<file path="src/rtl/fifo_ctrl.sv">
// Sequencing controller for an 8-entry FIFO: decodes write/read requests into a
// one-cycle operation code, keeps head/tail pointers and occupancy, and drives storage strobes.
module fifo_ctrl (
  input  logic       clk,
  input  logic       reset_n,
  input  logic       wr_en,
  input  logic       rd_en,
  output logic [2:0] state,
  output logic [3:0] data_count,
  output logic [2:0] head,
  output logic [2:0] tail,
  output logic       we,
  output logic [2:0] wr_addr,
  output logic       re,
  output logic [2:0] rd_addr
);

  typedef enum logic [2:0] {
    IDLE     = 3'b000,
    WRITE    = 3'b001,
    READ     = 3'b010,
    WR_ERROR = 3'b011,
    RD_ERROR = 3'b100
  } state_e;

  localparam logic [3:0] DEPTH = 4'd8;

  state_e     state_q, state_d;
  logic [3:0] count_q, count_d;
  logic [2:0] head_q, head_d;
  logic [2:0] tail_q, tail_d;
  logic       we_q, we_d;
  logic       re_q, re_d;
  logic [2:0] wr_addr_q, wr_addr_d;
  logic [2:0] rd_addr_q, rd_addr_d;

  always_ff @(posedge clk or negedge reset_n) begin
    if (!reset_n) begin
      state_q   <= IDLE;
      count_q   <= 4'd0;
      head_q    <= 3'd0;
      tail_q    <= 3'd0;
      we_q      <= 1'b0;
      re_q      <= 1'b0;
      wr_addr_q <= 3'd0;
      rd_addr_q <= 3'd0;
    end else begin
      state_q   <= state_d;
      count_q   <= count_d;
      head_q    <= head_d;
      tail_q    <= tail_d;
      we_q      <= we_d;
      re_q      <= re_d;
      wr_addr_q <= wr_addr_d;
      rd_addr_q <= rd_addr_d;
    end
  end

  // Every state lasts one cycle; simultaneous or absent requests fall to IDLE.
  always_comb begin
    state_d   = IDLE;
    count_d   = count_q;
    head_d    = head_q;
    tail_d    = tail_q;
    we_d      = 1'b0;
    re_d      = 1'b0;
    wr_addr_d = wr_addr_q;
    rd_addr_d = rd_addr_q;
    case ({wr_en, rd_en})
      2'b10: begin
        if (count_q == DEPTH) begin
          state_d = WR_ERROR;
        end else begin
          state_d   = WRITE;
          we_d      = 1'b1;
          wr_addr_d = tail_q;
          tail_d    = tail_q + 3'd1;
          count_d   = count_q + 4'd1;
        end
      end
      2'b01: begin
        if (count_q == 4'd0) begin
          state_d = RD_ERROR;
        end else begin
          state_d   = READ;
          re_d      = 1'b1;
          rd_addr_d = head_q;
          head_d    = head_q + 3'd1;
          count_d   = count_q - 4'd1;
        end
      end
      default: state_d = IDLE;
    endcase
  end

  assign state      = state_q;
  assign data_count = count_q;
  assign head       = head_q;
  assign tail       = tail_q;
  assign we         = we_q;
  assign re         = re_q;
  assign wr_addr    = wr_addr_q;
  assign rd_addr    = rd_addr_q;

endmodule

</file>
<file path="config.mk">
export PLATFORM = sky130hd
export DESIGN_NAME = fifo_ctrl
export DESIGN_NICKNAME = d
export VERILOG_FILES = /design/src/rtl/fifo_ctrl.sv
export SDC_FILE = /design/constraint.sdc
export NUM_CORES = 1
export LEC_CHECK = 0
export ABC_AREA = 0
export CORE_ASPECT_RATIO = 0.8
export CORE_UTILIZATION = 45
export CTS_CLUSTER_DIAMETER = 40
export DETAILED_ROUTE_END_ITERATION = 7
export GPL_TIMING_DRIVEN = 1
export HOLD_SLACK_MARGIN = 0.05
export PLACE_DENSITY_LB_ADDON = 0.3
export SLEW_MARGIN = 20
export SYNTH_ARGS = -nofsm -noshare
export SYNTH_HDL_FRONTEND = slang
export SYNTH_SLANG_ARGS = --single-unit
</file>
<file path="constraint.sdc">
create_clock -name clk -period 2.4 [get_ports clk]
set_clock_uncertainty 0.1 [all_clocks]
set_input_delay 0.36 -clock clk [delete_from_list [all_inputs] [get_ports clk]]
set_output_delay 0.36 -clock clk [all_outputs]
set_load 0.005 [all_outputs]
</file>
* Word level (Yosys, flattened, before mapping)
Cells that the tools add are included.
** Storage, ports and cells
- Bits in registers :: 21
- Input port bits :: 4
- Output and inout port bits :: 21
- Logic and storage cells :: 34
** Cells by class
- Add/sub/neg operators :: 4
- Eq/ne operators :: 5
- Mux-type cells :: 10
- Bitwise logic cells :: 2
- Reduce and logical (&&, ||, !) cells :: 5
** Operators with widths (count)
- 4-bit 2-to-1 mux :: 2
- 4-bit case mux with 2 select lines :: 1
- 3-bit by 1-bit adder with 3-bit output, second input constant :: 2
- 3-bit case mux with 2 select lines :: 1
- 4-bit by 1-bit adder with 4-bit output, second input constant :: 1
- 4-bit == test, second input constant :: 1
- 4-bit logical NOT :: 1
- 1-bit 2-to-1 mux :: 4
- 2-bit inequality test, second input constant :: 2
- 2-bit AND reduction :: 2
- 4-bit by 1-bit subtractor with 4-bit output, second input constant :: 1
- 3-bit 2-to-1 mux :: 1
- 3-bit AND reduction :: 1
- 2-bit by 1-bit == test with 1-bit output, second input constant :: 1
- 2-bit == test, second input constant :: 1
- 2-bit 2-to-1 mux :: 1
- 1-bit NOT :: 2
- 2-bit nonzero test :: 1

* Logic depth before layout (Yosys ltp)
Gate-level depths: netlist (run 1).
- Word-level depth :: 3
- Gate-level depth with buffers :: 9
- Depth with buffers taken out :: 8

* Worst setup path after synthesis (run 1)
Ideal clock, no wire load.
- Path kind :: input to register
- Start :: input wr_en
- End :: register count_q[2] (netlist: data_count[2])
- Library setup time :: 0.132 ns
- Arrival :: 1.600 ns
- Data required time :: 2.168 ns
- Setup slack :: 0.568 ns
- Stages on the path :: 9
- Buffers on the path :: 1
- Cell sequence :: inv_1 -> ha_1 -> clkbuf_1 -> xor2_1 -> ha_1 -> a21oi_1 -> xor2_1 -> nor3_1 -> xor2_1
** Between the ends
- Cells in the longest elaborated chain, start to end :: 3
- Elaborated cells on any way between the ends :: 7
- Those cells by class :: eq/ne (4); mux (1); reduce/logical (2)
** Ends and longest elaborated chain
- start: declaration :: RTL line 6 : input logic wr_en,
- 2-bit by 1-bit == test with 1-bit output or 2-bit == test (tied branches) :: RTL line 69 : case ({wr_en, rd_en})
- 2-bit inequality test (no source line) or 2-bit nonzero test (tied branches)
- 3-bit AND reduction (no source line)
- end signal: assignment :: RTL line 49 : count_q <= count_d;
- end: declaration :: RTL line 29 : logic [3:0] count_q, count_d;
Several ways; a longest one is shown, not always the timed one.
A chain may end at the register's enable or synchronous reset.

* Worst setup path in the final report (run 1)
- Start :: register count_q[3] (netlist: data_count[3])
- End :: output data_count[3]
** RTL lines
- end: declaration :: RTL line 9 : output logic [3:0] data_count,
No word-level cell between the ends.

==> results of run 1 <==
[power groups by stage]
stage / Sequential, uW / Combinational, uW / Clock (uW)
2_1_floorplan: 625 / 338 / 0
3_3_place_gp: 657 / 614 / 0
3_5_place_dp: 666 / 633 / 0
4_1_cts: 658 / 634 / 170
5_1_grt: 689 / 695 / 186
6_report: 659 / 623 / 168
[layout make-up]
| class | count | area (sq um) |
|---|---|---|
| Inverter | 4 | 15.0 |
| Multi-Input combinational cell | 57 | 433 |
| Fill cell | 163 | 694 |
| Timing Repair Buffer | 26 | 255 |
| Clock buffer | 4 | 26.3 |
| Tap cell | 24 | 30.0 |
| Sequential cell | 21 | 526 |
[placed cells by master (no fill, tap or decap), drive strengths merged]
master and n:
o21ai 3, dfrtp 21, inv 4, ha 6, nor2 3, nor4b 1, o21a 1, nand2b 1
or3 2, nor2b 1, clkdlybuf4s50 24, a32oi 1, a21oi 3, nand2 15, xor2 5, buf 2
xnor2 3, nor3 3, mux2 5, clkbuf 4, o211ai 2, a21boi 1, nand4b 1
[sequential cells by signal, indices dropped and copies added (netlist names)]
signal and flops:
data_count 4, head 3, rd_addr 3, re 1, state 3, tail 3, we 1, wr_addr 3
[Yosys cell counts (2+ instances only)]
library cell   n
a21oi_1        2
dfrtp_1       21
ha_1           6
inv_1          3
mux2_2         4
nand2_1       15
nor2_1         2
nor3_1         3
o211ai_1       2
xnor2_1        3
xor2_1         5
[how the worst max path moves through the flow]
| stage | depth (start not counted) | to | slack [ps] | start |
|---|---|---|---|---|
| final | 1 | data_count[3] | 480 | data_count[3] |
| after global routing | 1 | data_count[3] | 390 | data_count[3] |
| after CTS | 1 | data_count[3] | 480 | data_count[3] |
| after detailed placement | 9 | data_count[2] | 200 | wr_en |
| after global placement | 9 | data_count[2] | 250 | wr_en |
| after floorplan | 9 | data_count[2] | 570 | wr_en |
[layer usage]
metal  GRT usage  vias to the layer above  wire (microns)
met3      0.0653                        0              90
met1       0.226                      334             772
met5           0                        -               0
li1            -                      342               -
met2       0.246                       18             795
met4      0.0308                        0               0
[logic make-up (layout without fill, tap and decap cells)]
logic type / after synthesis / count (layout) / share of synthesized area
AO/OA/AOI/OAI: 11 / 11 / 0.0957
XOR/XNOR: 8 / 8 / 0.0705
adder cells (fa/ha/maj): 6 / 6 / 0.0756
buffers and inverters: 7 / 34 / 0.0353
flip-flops: 21 / 21 / 0.529
multiplexers: 5 / 5 / 0.0604
AND/OR/NAND/NOR: 27 / 27 / 0.134
[per-stage QoR]
step | util | cell area (sq um) | hold WS, ps | worst slack [ps] | instances
global route | 0.649 | 1280 | 327 | 391 | 136
detailed placement | 0.636 | 1260 | 365 | 204 | 132
CTS | 0.649 | 1280 | 286 | 484 | 136
finish | 0.649 | 1280 | 280 | 475 | 136
floorplan | - | 993 | -35.6 | 568 | 85
global placement | 0.636 | 1260 | 357 | 246 | 132
==> metrics, run 1 <==
status=finished, final reports clean; Slew Limit Headroom=0.740; slowest stage cell, crit path=clkdlybuf4s50_1; flops & latches, synth=21; clock-pin slew on the worst setup and hold paths=between 100 and 150 ps; # DRC=0; final setup violation count=0; worst slew pin tran=around 390 ps; die width=54.5 microns; Area contributors post-synth=dfrtp_1 (53%), ha_1 (7.6%), nand2_1 (5.7%); syn_area_per_cell=approximately 12 sq um; CP max FO=10; Internal=just under 1000 uW; Worst-Skew Late Latency=around 300 ps; Crit path buffers/inverters=1; net switching power=479 uW; Pre-antenna DRT Iters=2; Net Sw Frac=0.331; fin crit share=0.802; ANT nets after route=0; CP required=approximately 1900 ps; Final GP Congestion=between 0.8 and 0.9; Yosys top cell area share=0.529; CTS tree=built; Reg2Reg Setup Slack=~660 ps; number of synthesized flops with an enable pin=0; Total GRT Usage=0.164; Max-Cap Viols=0; die area=between 2000 and 2500 sq um; H-tree levels=1; share of cells above drive strength 1=0.143; Max Clk Rate=between 500 and 600 MHz; input/output buffers=24; Worst Hold Class=in -> async; top cell type by total area after synthesis=dfrtp_1; Layout Area Growth over Synthesis=29.3%; Seq/Total Area, Yosys=0.529; CP cell instances=clkdlybuf4s50_1; cts repair resizes=0; post-synthesis cell type count=30; synthesized cell area=roughly 990 sq um; worst ir drop on vdd=roughly 0.00064 V; Starting Density=0.502; first-pass GRT wire length=2750 microns; asr flop ratio synth=1.00; Final Critical Period=1920 ps; row count=14; vias in the first global route=~620; critical path class=reg -> out; HPWL after detailed placement=~1300 microns; Avg WL per Cell=around 12 microns; # hold bufs at CTS=0; worst-case clock buffer depth=2; vias per inst=between 5 and 6; Seq pwr share=0.454; ANT cells=0; post-CTS repair timing setup buffer count=0; Syn Inst Count=85; CP delay by family, top=buffers and inverters; RSZ-0062 raised after global routing=no; worst reg2reg path depth=4; Setup crit end kind=output port; GRT overflow=0; initial drt markers=10; Syn Nets=95; R2R Path Start=data_count[1]; total CTS buffers=3; r2r endpoint=data_count[1]; fin. max-slew vios=0; setup total negative slack=0 ps; via count=a little under 700; I/O pins=25; largest net degree at the start of global routing=22; Sink Count=21; routed wire length=around 1700 microns; Die Span Y=44.0 microns; Synth Warn #=0; Cell Pwr Density=roughly 1100 nW/um^2; initial antenna violation count=0; CP peak stage delay=between 500 and 600 ps; most used flip-flop cell after synthesis=dfrtp_1; core area=between 1500 and 2000 sq um; Tot Pwr=~1400 uW; Worst setup SP type=register; nets@finish=~120; Critical Path AT=roughly 1500 ps; Clock power frac=0.116; Lkg Pwr=around 0.00057 uW; Comb power frac=0.430; Root Buffer=clkbuf_4; Final Hold Violating Endpoints=0
Note: power is estimated with default switching activity, not from simulation.
==> inputs of run 2 (changes only) <==
--- a/config.mk
+++ b/config.mk
@@ -7,7 +7,7 @@
 export LEC_CHECK = 0
 export ABC_AREA = 0
 export CORE_ASPECT_RATIO = 0.8
-export CORE_UTILIZATION = 45
+export CORE_UTILIZATION = 42
 export CTS_CLUSTER_DIAMETER = 40
 export DETAILED_ROUTE_END_ITERATION = 7
 export GPL_TIMING_DRIVEN = 1
==> constraint.sdc (replaced) <==
create_clock -name clk -period 1.6 [get_ports clk]
set_clock_uncertainty 0.1 [all_clocks]
set_input_delay 0.24 -clock clk [delete_from_list [all_inputs] [get_ports clk]]
set_output_delay 0.24 -clock clk [all_outputs]
set_load 0.005 [all_outputs]
==> metrics, run 2 (same netlist as run 1, synthesis figures left out) <==
Final Critical Period=~1700 ps; final setup violation count=3 (was 0); Starting Density=0.452 (was 0.502); Worst Hold Class=in -> async (unchanged); largest net degree at the start of global routing=22 (unchanged); Setup crit end kind=register (was output port); fin crit share=1.03; Critical Path AT=1760 ps (was 1460 ps); routed wire length=1970 microns (was 1660 microns); Slew Limit Headroom=0.816 (was 0.740); RSZ-0062 raised after global routing=yes (was no); max reg flops=4 (unchanged); I/O pins=25 (unchanged); Avg WL per Cell=12.5 microns (was 12.2 microns); Worst setup SP type=register (unchanged); first-pass GRT wire length=3170 microns (was 2750 microns); Net Sw Frac=0.331 (about the same); total CTS buffers=3 (unchanged); share of cells above drive strength 1=0.364 (was 0.143); core area=2200 sq um (was 1980 sq um); net switching power=834 uW (was 479 uW); most frequent cells in the layout=dfrtp_1 (20), buf_4 (18), clkdlybuf4s50_1 (16), nand2_1 (11) (was clkdlybuf4s50_1 (24), dfrtp_1 (21), nand2_1 (15), ha_1 (6), xor2_1 (5)); worst-case clock buffer depth=2 (unchanged); setup total negative slack=-92.6 ps (was 0 ps); critical path class=reg -> reg (was reg -> out); die width=56.4 microns (was 54.5 microns); Comb power frac=0.546 (was 0.430); fin. max-slew vios=0 (unchanged); # hold bufs at CTS=0 (unchanged); Clock power frac=0.101 (was 0.116); hold_ws=166 ps (was 280 ps); via count=777 (was 694); commonest non-fill, non-tap cell in the layout=dfrtp_1 (was clkdlybuf4s50_1); Layout Area Growth over Synthesis=50.6% (was 29.3%); Total GRT Usage=0.171 (was 0.164); CP delay by family, top=simple AND/OR/NAND/NOR gates (was buffers and inverters); # DRC=0 (unchanged); Internal=1690 uW (was 970 uW); vias in the first global route=718 (was 616); ANT cells=0 (unchanged); CP cell instances=buf_6 -> or3_4 -> a21oi_4 -> nor2_4 -> mux2_4 (was clkdlybuf4s50_1); Final Util=0.681 (was 0.649); Die Span Y=45.5 microns (was 44.0 microns); Pre-antenna DRT Iters=3 (was 2); row count=15 (was 14); GRT overflow=0 (unchanged); CP max FO=3 (was 10); initial drt markers=8 (was 10); worst setup margin=-53.7 ps (was 475 ps); nets@finish=143 (was 123); status=finished, violations left (was finished, final reports clean); Seq pwr share=0.353 (was 0.454); Root Buffer=clkbuf_4 (unchanged); ANT nets after route=0 (unchanged); Max Clk Rate=a little over 600 MHz; Sink Count=21 (unchanged); Setup Slack @ Placement=-449 ps (was 204 ps); Cell Pwr Density=1680 nW/um^2 (was 1130 nW/um^2); die area=2570 sq um (was 2400 sq um); placed insts=145 (was 132); slowest stage cell, crit path=dfrtp_1 (was clkdlybuf4s50_1); failing checks=setup timing; Crit path buffers/inverters=1 (unchanged); HPWL after detailed placement=1350 microns (was 1260 microns); worst ir drop on vdd=0.00110 V (was 0.000641 V); CP peak stage delay=410 ps (was 590 ps); initial antenna violation count=0 (unchanged); input/output buffers=24 (unchanged); vias per inst=4.95 (was 5.10); non-filler instance count after layout=157 (was 136); CTS tree=built (unchanged); clock-pin slew on the worst setup and hold paths=120 ps (was 110 ps); Worst-Skew Late Latency=310 ps (was 300 ps); Final Hold Violating Endpoints=0 (unchanged); Lkg Pwr=0.000720 uW (was 0.000569 uW); worst slew pin tran=272 ps (was 388 ps); Max-Cap Viols=0 (unchanged); H-tree levels=1 (unchanged); CP required=1710 ps (was 1940 ps); Final GP Congestion=0.849 (was 0.816)
run 2: cell types whose count changed in the layout (fill, tap and decap cells not counted), moves of 2 or more:
cell / previous run / this run
dlygate4sd2_1: 0 / 5
nor3_1: 3 / 1
ha_1: 6 / 4
nand2_1: 15 / 11
dlymetal6s2s_1: 0 / 3
buf_6: 0 / 4
buf_4: 2 / 18
nand2_2: 0 / 4
ha_2: 0 / 2
nor3_2: 0 / 2
clkdlybuf4s50_1: 24 / 16
run 2: power by group through the flow:
| stage | Sequential [uW] | Combinational (uW) | Clock (uW) |
|---|---|---|---|
| floorplan | 938 | 519 | 0 |
| global placement | 927 | 1130 | 0 |
| detailed placement | 936 | 1150 | 0 |
| CTS | 892 | 1300 | 267 |
| global route | 918 | 1500 | 288 |
| finish | 889 | 1380 | 256 |
run 2: path summary, 6_finish.rpt:
kind	start	endpoint	slack [ps]	cells after the start
setup / recovery	data_count[1]	data_count[1]	-50	5
hold / removal	reset_n	data_count[2]	170	2
setup reg to reg	data_count[1]	data_count[1]	-50	5
hold reg to reg	tail[2]	tail[2]	390	1
max in group asynchronous	reset_n	data_count[3]	1010	2
min in group clk	rd_en	state[2]	330	3
run 2: cell type report:
cell class	instances	area, sq um
multi-input cells	57	474
clock buffers	3	22.5
clock inverters	1	5.00
well taps	25	31.3
flip-flops and latches	21	527
fillers	183	699
inverters	4	15.0
repair buffers	46	422
run 2: per-layer routing:
layer	wire, microns	track usage	share of wire
met1	869	0.212	0.44
met2	1010	0.279	0.51
met3	71	0.0597	0.036
met4	17	0.0732	0.0086
met5	0	0	0
run 2: timing repair:
item | CTS | global route
buffers inserted | 6 | 3
setup endpoints to repair | 8 | 20
gates resized for setup | 13 | 11
pin swaps | 4 | 3
gates cloned | 0 | 0
run 2: through the flow:
stage	cell area [sq um]	power (uW)
2_1_floorplan	1010	1460
3_3_place_gp	1350	2050
3_5_place_dp	1350	2090
4_1_cts	1440	2460
5_1_grt	1500	2710
6_report	1500	2520
